### src/rtl/bp_decode_scheduler.sv
// -----------------------------------------------------------------------------
// bp_decode_scheduler
//
// Sequences a belief-propagation decoder datapath through alternating row
// (check-node) and column (variable-node) phases. Each decode runs:
//   INIT -> { ROW_GO -> ROW_WAIT -> ROW_WB -> COL_GO -> COL_WAIT -> COL_WB
//             -> CHECK } x N -> DONE
// It stops early on a zero syndrome, caps the number of iterations and raises
// timeout_err if any wait state exceeds TIMEOUT cycles.
//
// Ports
//   clk, reset                           clock, asynchronous active-high reset
//   start                                begin a decode (sampled only when idle)
//   max_iterations                       iteration cap, latched at start (0 -> 1)
//   done_row_processing                  per row-unit completion flags
//   done_column_processing               per column-unit completion flags
//   syndrome_valid, syndrome_zero        syndrome result from the datapath
//   start_row_processing                 1-cycle launch of the row phase
//   start_column_processing              1-cycle launch of the column phase
//   initialize_parity_check_matrix       load received LLRs (INIT only)
//   load_parity_check_matrix             matrix register write enable
//   select_input_to_parity_check_matrix  0 = received vector, 1 = messages
//   load_sum_vector                      capture posterior sums
//   busy                                 decode in progress
//   done                                 1-cycle end-of-decode pulse
//   converged, timeout_err               decode outcome, valid with done
//   iterations_used                      completed iterations, held until start
// -----------------------------------------------------------------------------
module bp_decode_scheduler #(
    parameter int ROWS    = 3,
    parameter int COLS    = 6,
    parameter int ITER_W  = 4,
    parameter int TIMEOUT = 1024
) (
    input  logic              clk,
    input  logic              reset,
    input  logic              start,
    input  logic [ITER_W-1:0] max_iterations,
    input  logic [ROWS-1:0]   done_row_processing,
    input  logic [COLS-1:0]   done_column_processing,
    input  logic              syndrome_valid,
    input  logic              syndrome_zero,
    output logic              start_row_processing,
    output logic              start_column_processing,
    output logic              initialize_parity_check_matrix,
    output logic              load_parity_check_matrix,
    output logic              select_input_to_parity_check_matrix,
    output logic              load_sum_vector,
    output logic              busy,
    output logic              done,
    output logic              converged,
    output logic              timeout_err,
    output logic [ITER_W-1:0] iterations_used
);

    localparam int TW = (TIMEOUT > 2) ? $clog2(TIMEOUT) : 1;
    // Last permitted wait cycle index; reaching it without completion is a hang.
    localparam logic [TW-1:0] TLAST = TW'(TIMEOUT - 1);

    typedef enum logic [3:0] {
        S_IDLE,
        S_INIT,
        S_ROW_GO,
        S_ROW_WAIT,
        S_ROW_WB,
        S_COL_GO,
        S_COL_WAIT,
        S_COL_WB,
        S_CHECK,
        S_ERR,
        S_DONE
    } state_t;

    state_t            state_q, state_d;
    logic [ITER_W-1:0] cap_q, cap_d;
    logic [ITER_W-1:0] iter_q, iter_d;
    logic [TW-1:0]     tcnt_q, tcnt_d;
    logic [ROWS-1:0]   row_mask_q, row_mask_d;
    logic [COLS-1:0]   col_mask_q, col_mask_d;
    logic              conv_q, conv_d;
    logic              terr_q, terr_d;

    logic start_row_q, start_col_q, init_q, load_pcm_q, select_q, load_sum_q;
    logic busy_q, done_q;

    // Same-cycle completion counts: a unit finishing in the cycle the mask
    // would otherwise become complete must not cost an extra cycle.
    logic [ROWS-1:0] row_seen;
    logic [COLS-1:0] col_seen;
    assign row_seen = row_mask_q | done_row_processing;
    assign col_seen = col_mask_q | done_column_processing;

    always_comb begin
        state_d    = state_q;
        cap_d      = cap_q;
        iter_d     = iter_q;
        tcnt_d     = tcnt_q;
        row_mask_d = row_mask_q;
        col_mask_d = col_mask_q;
        conv_d     = conv_q;
        terr_d     = terr_q;

        case (state_q)
            S_IDLE: begin
                if (start) begin
                    state_d = S_INIT;
                    cap_d   = (max_iterations == '0) ? ITER_W'(1) : max_iterations;
                    iter_d  = '0;
                    conv_d  = 1'b0;
                    terr_d  = 1'b0;
                end
            end
            S_INIT: state_d = S_ROW_GO;
            S_ROW_GO: begin
                row_mask_d = '0;
                tcnt_d     = '0;
                state_d    = S_ROW_WAIT;
            end
            S_ROW_WAIT: begin
                row_mask_d = row_seen;
                if (&row_seen) begin
                    state_d = S_ROW_WB;
                end else if (tcnt_q == TLAST) begin
                    state_d = S_ERR;
                    terr_d  = 1'b1;
                end else begin
                    tcnt_d = tcnt_q + 1'b1;
                end
            end
            S_ROW_WB: state_d = S_COL_GO;
            S_COL_GO: begin
                col_mask_d = '0;
                tcnt_d     = '0;
                state_d    = S_COL_WAIT;
            end
            S_COL_WAIT: begin
                col_mask_d = col_seen;
                if (&col_seen) begin
                    state_d = S_COL_WB;
                end else if (tcnt_q == TLAST) begin
                    state_d = S_ERR;
                    terr_d  = 1'b1;
                end else begin
                    tcnt_d = tcnt_q + 1'b1;
                end
            end
            S_COL_WB: begin
                if (iter_q != {ITER_W{1'b1}}) begin
                    iter_d = iter_q + 1'b1;
                end
                tcnt_d  = '0;
                state_d = S_CHECK;
            end
            S_CHECK: begin
                if (syndrome_valid) begin
                    if (syndrome_zero) begin
                        state_d = S_DONE;
                        conv_d  = 1'b1;
                    end else if (iter_q >= cap_q) begin
                        state_d = S_DONE;
                    end else begin
                        state_d = S_ROW_GO;
                    end
                end else if (tcnt_q == TLAST) begin
                    state_d = S_ERR;
                    terr_d  = 1'b1;
                end else begin
                    tcnt_d = tcnt_q + 1'b1;
                end
            end
            S_ERR:   state_d = S_IDLE;
            S_DONE:  state_d = S_IDLE;
            default: state_d = S_IDLE;
        endcase
    end

    // State and outputs share one register stage; strobes are decoded from the
    // next state so they are high exactly while the FSM sits in that state.
    always_ff @(posedge clk or posedge reset) begin
        if (reset) begin
            state_q     <= S_IDLE;
            cap_q       <= '0;
            iter_q      <= '0;
            tcnt_q      <= '0;
            row_mask_q  <= '0;
            col_mask_q  <= '0;
            conv_q      <= 1'b0;
            terr_q      <= 1'b0;
            start_row_q <= 1'b0;
            start_col_q <= 1'b0;
            init_q      <= 1'b0;
            load_pcm_q  <= 1'b0;
            select_q    <= 1'b0;
            load_sum_q  <= 1'b0;
            busy_q      <= 1'b0;
            done_q      <= 1'b0;
        end else begin
            state_q     <= state_d;
            cap_q       <= cap_d;
            iter_q      <= iter_d;
            tcnt_q      <= tcnt_d;
            row_mask_q  <= row_mask_d;
            col_mask_q  <= col_mask_d;
            conv_q      <= conv_d;
            terr_q      <= terr_d;
            start_row_q <= (state_d == S_ROW_GO);
            start_col_q <= (state_d == S_COL_GO);
            init_q      <= (state_d == S_INIT);
            load_pcm_q  <= (state_d == S_INIT) || (state_d == S_ROW_WB) || (state_d == S_COL_WB);
            select_q    <= (state_d == S_ROW_WB) || (state_d == S_COL_WB);
            load_sum_q  <= (state_d == S_COL_WB);
            busy_q      <= (state_d != S_IDLE);
            done_q      <= (state_d == S_DONE) || (state_d == S_ERR);
        end
    end

    assign start_row_processing                = start_row_q;
    assign start_column_processing             = start_col_q;
    assign initialize_parity_check_matrix      = init_q;
    assign load_parity_check_matrix            = load_pcm_q;
    assign select_input_to_parity_check_matrix = select_q;
    assign load_sum_vector                     = load_sum_q;
    assign busy                                = busy_q;
    assign done                                = done_q;
    assign converged                           = conv_q;
    assign timeout_err                         = terr_q;
    assign iterations_used                     = iter_q;

endmodule

### config.mk
export PLATFORM = sky130hd
export DESIGN_NAME = bp_decode_scheduler
export DESIGN_NICKNAME = d
export VERILOG_FILES = /design/src/rtl/bp_decode_scheduler.sv
export SDC_FILE = /design/constraint.sdc
export NUM_CORES = 1
export LEC_CHECK = 0
export ABC_AREA = 0
export BUFFER_PORTS_ARGS = -buffer_cell sky130_fd_sc_hd__clkbuf_2
export CORE_ASPECT_RATIO = 0.7
export CORE_UTILIZATION = 38
export DETAILED_ROUTE_END_ITERATION = 12
export SKIP_CTS_REPAIR_TIMING = 1
export SKIP_LAST_GASP = 1
export SYNTH_ARGS = -nofsm -noshare
export SYNTH_HDL_FRONTEND = slang
export SYNTH_SLANG_ARGS = --single-unit
### constraint.sdc
create_clock -name clk -period 2.6 [get_ports clk]
set_clock_uncertainty 0.2 [all_clocks]
set_input_delay 0.13 -clock clk [delete_from_list [all_inputs] [get_ports clk]]
set_output_delay 0.13 -clock clk [all_outputs]
set_load 0.005 [all_outputs]
==> impl_metrics.ini <==
[sta]
setup_viol = 0
worst_slew_pin_slew_ns = 0.6915
hold_slack_ns = -0.001608
setup_ws_ns = 0.2063
fin_crit_sh = 0.9207
period_needed_ns = 2.394
tns_ns = 0
slew_violations = 0
finalHoldViolCount = 1
relSlewSlack = 0.5390
rsz0062_at_grt = no
fmax_mhz = 417.8

[worst_hold_path]
hold_end = load_parity_check_matrix
hold_path.class = input port to flop
min-delay-start = start
min_path_cells = 3

[clock_network]
htree_levels = 2
clkSinkCount = 41
cts_buffers = 5
tritoncts = done
cts.reportedPaths.clkPinSlew_ns = 0.09
root_buffer = clkbuf_8
cts_buffer_depth = 2
clock_latency_ns = 0.30

[pwr]
comb_power_share = 0.457
p_sw_frac = 0.4033
p_int_uw = 1752
power_frac_clock = 0.178
p_seq_frac = 0.364
max-vdd-ir-drop_uv = 569.3
powerDensity_mw_per_mm2 = 1102
p_sw_uw = 1184
power_leakage_uw = 0.001264

[setup_path]
cp_slowest_cell = or4_1
cp-start-kind = flop
timing.rr.start = iterations_used[0]
r2r_end = busy
slowest_delay_ns = 0.50
cpLargestDelayFamily = compound AO/OA/AOI/OAI gates
crit_required_ns = 2.57
criticalPathCategory = flop to flop
endpoint_kind = flop
crit_chain = inv_1 > ha_1 > nand2b_1 > a21o_1 > a21oi_1 > o211ai_1 > a211o_1 > or4_1
crit_fanout = 4
regToRegSetupSlack_ns = 0.21
r2r_cells = 8
path_buf_inv = 1
worstPathArrival_ns = 2.37

[routing]
drt_first_pass_iters = 4
route.detailed.drc = 0
num_vias = 1710
final_antenna_net_count = 0
viasPerCell = 5.059
finalWirelength_mm = 4.702
wire_per_inst_um = 13.91
drtIter0Drc = 127

[final_layout]
antenna_cells = 0
final_common_cell = dfrtp_1
mostFrequentLayoutCells = 41 x dfrtp_1, 31 x clkbuf_2, 25 x nor2_1
final_nets = 289
drive_gt1_frac = 0.2331
final_util = 0.4991
syn_to_final_growth_pct = 24.13

[die]
start_util = 0.4021
core_area_sq_mm = 0.005340
ios = 32
dieArea_sq_mm = 0.005960
die_h_um = 64.89
die_w_um = 91.84
num_rows = 22

[synth]
synth_nets = 236
ys_seq_area_frac = 0.4779
yosysWarnings = 0
ys_seq_elements = 41
synth_area_sq_mm = 0.002147
syn_avg_cell_area_sq_um = 10.13
ys_types = 50
synth_cells = 212

[place]
io_buffers = 31
place_ws_ns = 0.2232
hpwlAfterDp_mm = 3.275
globalplace.congestion = 0.7713

[grt]
grt_overflow = 0
grt.total_usage = 0.1727
grt_pass1_wl_mm = 7.734
antenna_found_initial = 0
grt_pass1_vias = 1513
grt_start_max_net_pins = 42

[outcome]
violations = negative hold slack
status = finished with violations

[job]
cap_viol_max_count = 0
-- how the worst max path moves through the flow --
stage / startpoint / endpoint / depth (start not counted)
floorplan: iterations_used[0] / busy / 8
global placement: iterations_used[0] / busy / 8
detailed placement: iterations_used[0] / busy / 8
CTS: iterations_used[0] / busy / 8
global route: state_q[0] / tcnt_q[0] / 6
finish: iterations_used[0] / busy / 8
-- Yosys cell counts, drive strengths merged --
cell type  instances  share of area
a31oi              2         0.0058
nand4bb            1         0.0052
or3b               1         0.0041
or4                1         0.0035
nor3               6          0.014
a22o               6          0.024
and3               4          0.015
ha                 6          0.035
or3                1         0.0029
o21ba              2         0.0093
clkbuf             3         0.0052
a21boi             1         0.0035
xnor2              1         0.0041
nand3              7          0.016
a32o               1         0.0047
a311o              1         0.0047
a311oi             1         0.0041
nor2              26          0.053
xor2              10          0.041
nand2             16          0.028
mux2               1         0.0052
a211o              2         0.0087
o21ai             10          0.023
inv                8          0.014
nor4b              2          0.011
o21bai             2          0.012
and4               4          0.019
o311ai             1         0.0041
a21o               8          0.028
o211ai             1         0.0035
nor2b              2         0.0058
o22ai              5          0.015
nand4              3         0.0087
nand2b             6          0.017
buf                6          0.023
a21oi             11          0.027
a221oi             1         0.0070
nor4               1         0.0058
dfrtp             41           0.48
-- through the flow --
step	cell area [sq um]	total power, uW	cells	hold WS [ns]
2_1_floorplan	2147	2026	212	0.04684
3_3_place_gp	2400	2391	315	0.07492
3_5_place_dp	2400	2403	315	0.07677
4_1_cts	2515	2939	323	-0.2446
5_1_grt	2665	3192	338	0.009701
6_report	2665	2936	338	-0.001608
-- logic make-up after synthesis --
logic type,Yosys count,synth area share
AND/OR/NAND/NOR,81,0.2098
XOR/XNOR,11,0.04487
buffers and inverters,17,0.04196
multiplexers,1,0.005244
flip-flops,41,0.4779
adder cells (fa/ha/maj),6,0.03496
AO/OA/AOI/OAI,55,0.1853
-- state kept, by name, summed over array words and instances, names as in the netlist, 3 cells and up --
name,flops
cap_q,4
col_mask_q,6
iterations_used,4
row_mask_q,3
state_q,4
tcnt_q,10
-- power groups by stage --
| stage | Combinational, uW | Clock (uW) | Sequential [uW] |
|---|---|---|---|
| final | 1340 | 524 | 1070 |
| after global routing | 1520 | 569 | 1110 |
| after CTS | 1340 | 539 | 1070 |
| after detailed placement | 1320 | 0 | 1080 |
| after global placement | 1310 | 0 | 1080 |
| after floorplan | 1050 | 0 | 978 |
-- layer usage --
metal  part of all wire  routed length, um  track usage
met2               0.39               1839       0.2220
met5                  0                  0            0
met3              0.048                228      0.04695
met4             0.0081                 38      0.05859
met1               0.55               2595       0.2700
-- tightest hold or removal path, stage by stage --
cell and delay [ns]:
clkbuf_2 0.11, nand3_1 0.15, nand2_1 0.07
-- layout make-up --
| cell class | instances | area (sq um) |
|---|---|---|
| fillers | 504 | 2675 |
| repair buffers | 55 | 372.9 |
| inverters | 8 | 30.03 |
| clock buffers | 5 | 68.82 |
| flip-flops and latches | 41 | 1026 |
| well taps | 72 | 90.09 |
| clock inverters | 3 | 46.29 |
| multi-input cells | 154 | 1031 |
(Power assumes the default switching activity.)
